===== config.mk =====
export PLATFORM = sky130hd
export DESIGN_NAME = uart_tx_frame
export DESIGN_NICKNAME = d
export VERILOG_FILES = /design/src/rtl/uart_tx_frame.sv
export SDC_FILE = /design/constraint.sdc
export NUM_CORES = 1
export LEC_CHECK = 0
export ABC_AREA = 1
export CORE_UTILIZATION = 60
export CTS_BUF_LIST = sky130_fd_sc_hd__clkbuf_8 sky130_fd_sc_hd__clkbuf_16
export DETAILED_ROUTE_END_ITERATION = 7
export PLACE_DENSITY = 0.82
export SKIP_CTS_REPAIR_TIMING = 1
export SLEW_MARGIN = 20
export SYNTH_ARGS = -nofsm -noshare
export SYNTH_HDL_FRONTEND = slang
export SYNTH_SLANG_ARGS = --single-unit

===== constraint.sdc =====
create_clock -name clk -period 3.3 [get_ports clk]
set_input_delay 0.66 -clock clk [delete_from_list [all_inputs] [get_ports clk]]
set_output_delay 0.66 -clock clk [all_outputs]
set_load 0.03 [all_outputs]

===== src/rtl/uart_tx_frame.sv =====
// Parametrised UART transmitter (data width, parity, stop bits) with zero-gap back-to-back frames.
// Define UART_TX_FIFO_EN for a FifoDepth-entry FIFO; otherwise a single holding register is used.
module uart_tx_frame #(
  parameter int unsigned ClockRate = 50_000_000,
  parameter int unsigned Baud      = 115_200,
  parameter int unsigned DataBits  = 8,
  parameter int unsigned Parity    = 0,
  parameter int unsigned StopBits  = 1,
  parameter int unsigned FifoDepth = 4
) (
  input  logic                clk,
  input  logic                nrst,
  input  logic                tx_load,
  input  logic [DataBits-1:0] tx_data,
  output logic                tx_ready,
  output logic                tx_busy,
  output logic                tx_overrun,
  output logic                tx
);

  localparam int unsigned Divider = ClockRate / Baud;
  localparam int unsigned BaudW   = (Divider > 1) ? $clog2(Divider) : 1;
  localparam int unsigned CntW    = 4;
  localparam logic [BaudW-1:0] BaudReload = BaudW'(Divider - 1);
  localparam logic [CntW-1:0]  LastData   = CntW'(DataBits - 1);
  localparam logic [CntW-1:0]  LastStop   = CntW'(StopBits - 1);

  if (Divider < 2) begin : g_chk_divider
    $error("uart_tx_frame: ClockRate/Baud must be at least 2");
  end
  if (DataBits < 5 || DataBits > 9) begin : g_chk_databits
    $error("uart_tx_frame: DataBits must be 5..9");
  end
  if (Parity > 2) begin : g_chk_parity
    $error("uart_tx_frame: Parity must be 0, 1 or 2");
  end
  if (StopBits < 1 || StopBits > 2) begin : g_chk_stopbits
    $error("uart_tx_frame: StopBits must be 1 or 2");
  end

  typedef enum logic [2:0] {
    S_IDLE,
    S_START,
    S_DATA,
    S_PARITY,
    S_STOP
  } state_e;

  state_e              state_q, state_d;
  logic [BaudW-1:0]    baud_q, baud_d;
  logic [CntW-1:0]     bit_q, bit_d;
  logic [DataBits-1:0] shift_q, shift_d;
  logic                parity_q, parity_d;
  logic                tx_q, tx_d;
  logic                ready_q, ready_d;
  logic                busy_q, busy_d;
  logic                overrun_q, overrun_d;

  logic                tick;
  logic                pop;
  logic                push;
  logic                buf_empty;
  logic                buf_full_d;
  logic                buf_empty_d;
  logic [DataBits-1:0] buf_rd_data;

  // Acceptance uses the registered ready, so a full buffer rejects even when it pops this cycle.
  assign push = tx_load & ready_q;
  assign tick = (baud_q == '0);

`ifdef UART_TX_FIFO_EN
  localparam int unsigned AddrW = $clog2(FifoDepth);

  if (FifoDepth < 2 || (FifoDepth & (FifoDepth - 1)) != 0) begin : g_chk_depth
    $error("uart_tx_frame: FifoDepth must be a power of two >= 2");
  end

  logic [AddrW:0]      wr_ptr_q, wr_ptr_d;
  logic [AddrW:0]      rd_ptr_q, rd_ptr_d;
  logic [DataBits-1:0] fifo_mem_q [FifoDepth];

  always_comb begin
    wr_ptr_d    = wr_ptr_q + {{AddrW{1'b0}}, push};
    rd_ptr_d    = rd_ptr_q + {{AddrW{1'b0}}, pop};
    buf_empty   = (wr_ptr_q == rd_ptr_q);
    buf_rd_data = fifo_mem_q[rd_ptr_q[AddrW-1:0]];
    buf_empty_d = (wr_ptr_d == rd_ptr_d);
    buf_full_d  = ((wr_ptr_d ^ rd_ptr_d) == {1'b1, {AddrW{1'b0}}});
  end

  always_ff @(posedge clk or negedge nrst) begin
    if (!nrst) begin
      wr_ptr_q <= '0;
      rd_ptr_q <= '0;
    end else begin
      wr_ptr_q <= wr_ptr_d;
      rd_ptr_q <= rd_ptr_d;
    end
  end

  always_ff @(posedge clk) begin
    if (push) fifo_mem_q[wr_ptr_q[AddrW-1:0]] <= tx_data;
  end
`else
  logic                hold_valid_q, hold_valid_d;
  logic [DataBits-1:0] hold_data_q, hold_data_d;

  always_comb begin
    hold_valid_d = hold_valid_q;
    hold_data_d  = hold_data_q;
    if (pop) hold_valid_d = 1'b0;
    if (push) begin
      hold_valid_d = 1'b1;
      hold_data_d  = tx_data;
    end
    buf_empty   = !hold_valid_q;
    buf_rd_data = hold_data_q;
    buf_empty_d = !hold_valid_d;
    buf_full_d  = hold_valid_d;
  end

  always_ff @(posedge clk or negedge nrst) begin
    if (!nrst) begin
      hold_valid_q <= 1'b0;
      hold_data_q  <= '0;
    end else begin
      hold_valid_q <= hold_valid_d;
      hold_data_q  <= hold_data_d;
    end
  end
`endif

  always_comb begin
    state_d  = state_q;
    baud_d   = baud_q;
    bit_d    = bit_q;
    shift_d  = shift_q;
    parity_d = parity_q;
    tx_d     = tx_q;
    pop      = 1'b0;

    if (state_q != S_IDLE) baud_d = tick ? BaudReload : baud_q - 1'b1;

    case (state_q)
      S_IDLE: begin
        if (!buf_empty) pop = 1'b1;
      end
      S_START: begin
        if (tick) begin
          state_d = S_DATA;
          bit_d   = '0;
          tx_d    = shift_q[0];
          shift_d = shift_q >> 1;
        end
      end
      S_DATA: begin
        if (tick) begin
          if (bit_q == LastData) begin
            if (Parity != 0) begin
              state_d = S_PARITY;
              tx_d    = parity_q;
            end else begin
              state_d = S_STOP;
              bit_d   = '0;
              tx_d    = 1'b1;
            end
          end else begin
            bit_d   = bit_q + 1'b1;
            tx_d    = shift_q[0];
            shift_d = shift_q >> 1;
          end
        end
      end
      S_PARITY: begin
        if (tick) begin
          state_d = S_STOP;
          bit_d   = '0;
          tx_d    = 1'b1;
        end
      end
      S_STOP: begin
        if (tick) begin
          if (bit_q != LastStop) begin
            bit_d = bit_q + 1'b1;
          end else if (!buf_empty) begin
            pop = 1'b1;
          end else begin
            state_d = S_IDLE;
            tx_d    = 1'b1;
          end
        end
      end
      default: begin
        state_d = S_IDLE;
        tx_d    = 1'b1;
      end
    endcase

    // A pop from IDLE or the last stop bit starts the next frame on the very next clock.
    if (pop) begin
      state_d  = S_START;
      baud_d   = BaudReload;
      shift_d  = buf_rd_data;
      tx_d     = 1'b0;
      parity_d = (Parity == 1) ? ~^buf_rd_data : ^buf_rd_data;
    end
  end

  always_comb begin
    ready_d   = !buf_full_d;
    busy_d    = (state_d != S_IDLE) || !buf_empty_d;
    overrun_d = overrun_q | (tx_load & !ready_q);
  end

  always_ff @(posedge clk or negedge nrst) begin
    if (!nrst) begin
      state_q   <= S_IDLE;
      baud_q    <= '0;
      bit_q     <= '0;
      shift_q   <= '0;
      parity_q  <= 1'b0;
      tx_q      <= 1'b1;
      ready_q   <= 1'b1;
      busy_q    <= 1'b0;
      overrun_q <= 1'b0;
    end else begin
      state_q   <= state_d;
      baud_q    <= baud_d;
      bit_q     <= bit_d;
      shift_q   <= shift_d;
      parity_q  <= parity_d;
      tx_q      <= tx_d;
      ready_q   <= ready_d;
      busy_q    <= busy_d;
      overrun_q <= overrun_d;
    end
  end

  assign tx         = tx_q;
  assign tx_ready   = ready_q;
  assign tx_busy    = busy_q;
  assign tx_overrun = overrun_q;

endmodule


==> flow_summary.toml <==
[timing]
max_freq_mhz = 462
worst_pin_slew_ns = 0.779
setup_viol = 0
hold_viol = 0
skew_ns = 0.00380
slew_headroom_pct = 48.1
setup-tns-final_ns = 0
period_share_pct = 65.6
grt_setup_unrepaired = "no"
slew_violations = 0
worst_hold_slack_ns = 0.446
min_period_ns = 2.16

[routing]
ant_nets = 0
drt_wl_total_mm = 3.58
drtPass1Iterations = 4
route.detailed.drc = 0
highest_layer = "met4"
first_iter_violations = 80
viasPerCell = 5.08
wl_met2_mm = 1.61
vias = 1533
m1WireLength_mm = 1.79
wire_per_inst_um = 11.8
dr_wl_met3_um = 115

[synthesis]
yosysTopAreaCellShare_pct = 44.8
synth_top_area_cell = "dfrtp_1"
avgSynthCellArea_um2 = 8.22
synthAdderAreaFrac_pct = 2.56
synth_xor_area_share_pct = 1.79
synth_top_family_by_area = "simple AND/OR/NAND/NOR gates"
yosys.area_share.simple_pct = 32.2
netlist_area_um2 = 1960
ys_seq_area_share_pct = 47.5
ys_warn_count = 0
synthMuxAreaShare_pct = 5.12
synth_nets = 253
synth.distinct_cells = 27
ys_ff_latch = 37
synth_cells = 238
synth-compound-area-share_pct = 2.56
synth.area.top_cells = "dfrtp_1, nand2_1, inv_1, nand3_1, mux2_2"

[cts]
cts_made_buffers = 5
clockBufferDepth = 2
cts_tree = "done"
h-tree-depth = 2
clk_pin_slew_ns = 0.08
clockRootBuffer = "clkbuf_8"
clk_latency_ns = 0.29
clock-sinks = 37

[floorplan]
die_w_um = 59.1
io_pins = 15
dieArea_um2 = 3490
start_util_pct = 63.5
placementRows = 20
core_um2 = 3080
die_y_um = 59.1

[hold_path]
hold_path_class = "input port to asynchronous set/reset pin"

[power]
powerDensity_nw_per_um2 = 438
leakage_nw = 1.25
power_mw = 0.986
ir_worst_vdd_mv = 0.346

[worst_setup_path]
cp.required_ns = 2.64
crit_family = "buffers and inverters"
arrival_ns = 1.50
cp_max_fo = 3
path_cells = "clkdlybuf4s50_1"
crit_path_start_kind = "flip-flop"
critPathMaxStageDelay_ns = 0.67
slowest_stage = "clkdlybuf4s50_1"
critical_path_class = "flip-flop to output pin"
worstSetupEndpointType = "output pin"
path_buf_inv = 1

[global_route]
grt_pass1_wl_mm = 6.17
grt_max_degree = 38
grt-ovfl-total = 0
grtUsageTotal_pct = 24.2
grt_antenna_before_repair = 0
grt_pass1_vias = 1456

[placed_design]
io_buffers = 14
gp_congestion = 0.837
post-dp-hpwl_mm = 2.61
placedCellCount = 294

[cells_and_area]
fin_nets = 272
antenna_cells = 0
area_growth_pct = 15.0
drive_gt1_share_pct = 12.4
layoutNonFillerInstCount = 302

[status]
status = "finished, final reports clean"

[job]
max_cap_viol_count = 0
## per-layer routing
metal / track usage [%] / up-vias
li1: - / 785
met4: 10.2 / 0
met5: 0 / -
met3: 6.11 / 5
met2: 37.3 / 27
met1: 32.6 / 716
## layout make-up
type	instances	area, µm²
Inverter	39	146
Clock inverter	2	37.5
Fill cell	244	828
Timing Repair Buffer	14	135
Tap cell	44	55.1
Multi-Input combinational cell	160	865
Clock buffer	6	82.6
Sequential cell	37	928
## placed cells by master, fill, tap and decap left out, types with 2 or more instances in the layout
| cell type | instances |
|---|---|
| nor2_4 | 2 |
| dfrtp_1 | 35 |
| a21oi_1 | 3 |
| ha_1 | 4 |
| nand2_4 | 2 |
| nor2_2 | 2 |
| nand3_1 | 26 |
| nand2_1 | 65 |
| nor2_1 | 21 |
| or2_0 | 5 |
| dfstp_2 | 2 |
| inv_2 | 2 |
| mux2_2 | 8 |
| nand3b_1 | 2 |
| clkbuf_8 | 6 |
| xor2_1 | 4 |
| inv_1 | 37 |
| nand4_1 | 3 |
| clkdlybuf4s50_1 | 13 |
| nand2_2 | 3 |
| o21ai_0 | 4 |
## where the power goes
| part | leakage, nW | internal (mW) | switching, mW |
|---|---|---|---|
| Clock | 0.0574 | 0.246 | 0.161 |
| Sequential | 0.457 | 0.492 | 0.0205 |
| Combinational | 0.735 | 0.0394 | 0.0268 |
## per-stage QoR
stage	cell area (µm²)	utilization [%]	worst slack [ns]
CTS	2250	73.1	1.12
floorplan	1960	-	1.64
detailed placement	2130	69.2	1.34
global placement	2130	69.2	1.39
global route	2250	73.1	1.10
finish	2250	73.1	1.14
## state kept, by name (all words and copies together), names as in the netlist
name / cells
baud_q: 9
buf_rd_data: 8
shift_q: 8
bit_q: 4
state_q: 3
hold_valid_q: 1
tx: 1
tx_busy: 1
tx_overrun: 1
tx_ready: 1
## synthesized netlist by cell type
library cell and number:
o21ai_0 4, mux2i_1 1, dfrtp_1 35, nand3_1 26, nor2_4 2, inv_1 37
nor2_1 21, o21bai_1 1, or2_0 5, nor2_8 1, ha_1 4, nand4_1 3
a21boi_0 1, nand2_2 3, nand3b_1 2, nor2_2 2, nand3_2 1, xor2_1 4
buf_2 1, nand2_1 65, mux2_2 8, nor3_1 1, dfstp_2 2, inv_2 2
buf_6 1, a21oi_1 3, nand2_4 2
## kinds of logic after synthesis
kind of cell,after synthesis
adder cells (fa/ha/maj),4
flip-flops,37
AND/OR/NAND/NOR,134
multiplexers,9
XOR/XNOR,4
buffers and inverters,41
AO/OA/AOI/OAI,9
## worst paths after layout
kind                                 from          to  slack (ns)  cells after the start
worst max register to register  baud_q[0]   baud_q[2]        1.32                     13
worst max-delay path             tx_ready    tx_ready        1.14                      1
worst min-delay path                 nrst   baud_q[3]        0.45                      1
max in group asynchronous            nrst  state_q[0]        2.36                      1
min in group clk                       tx          tx        0.46                      2
worst min register to register         tx          tx        0.46                      2
Power figures use the tool's default switching activity.
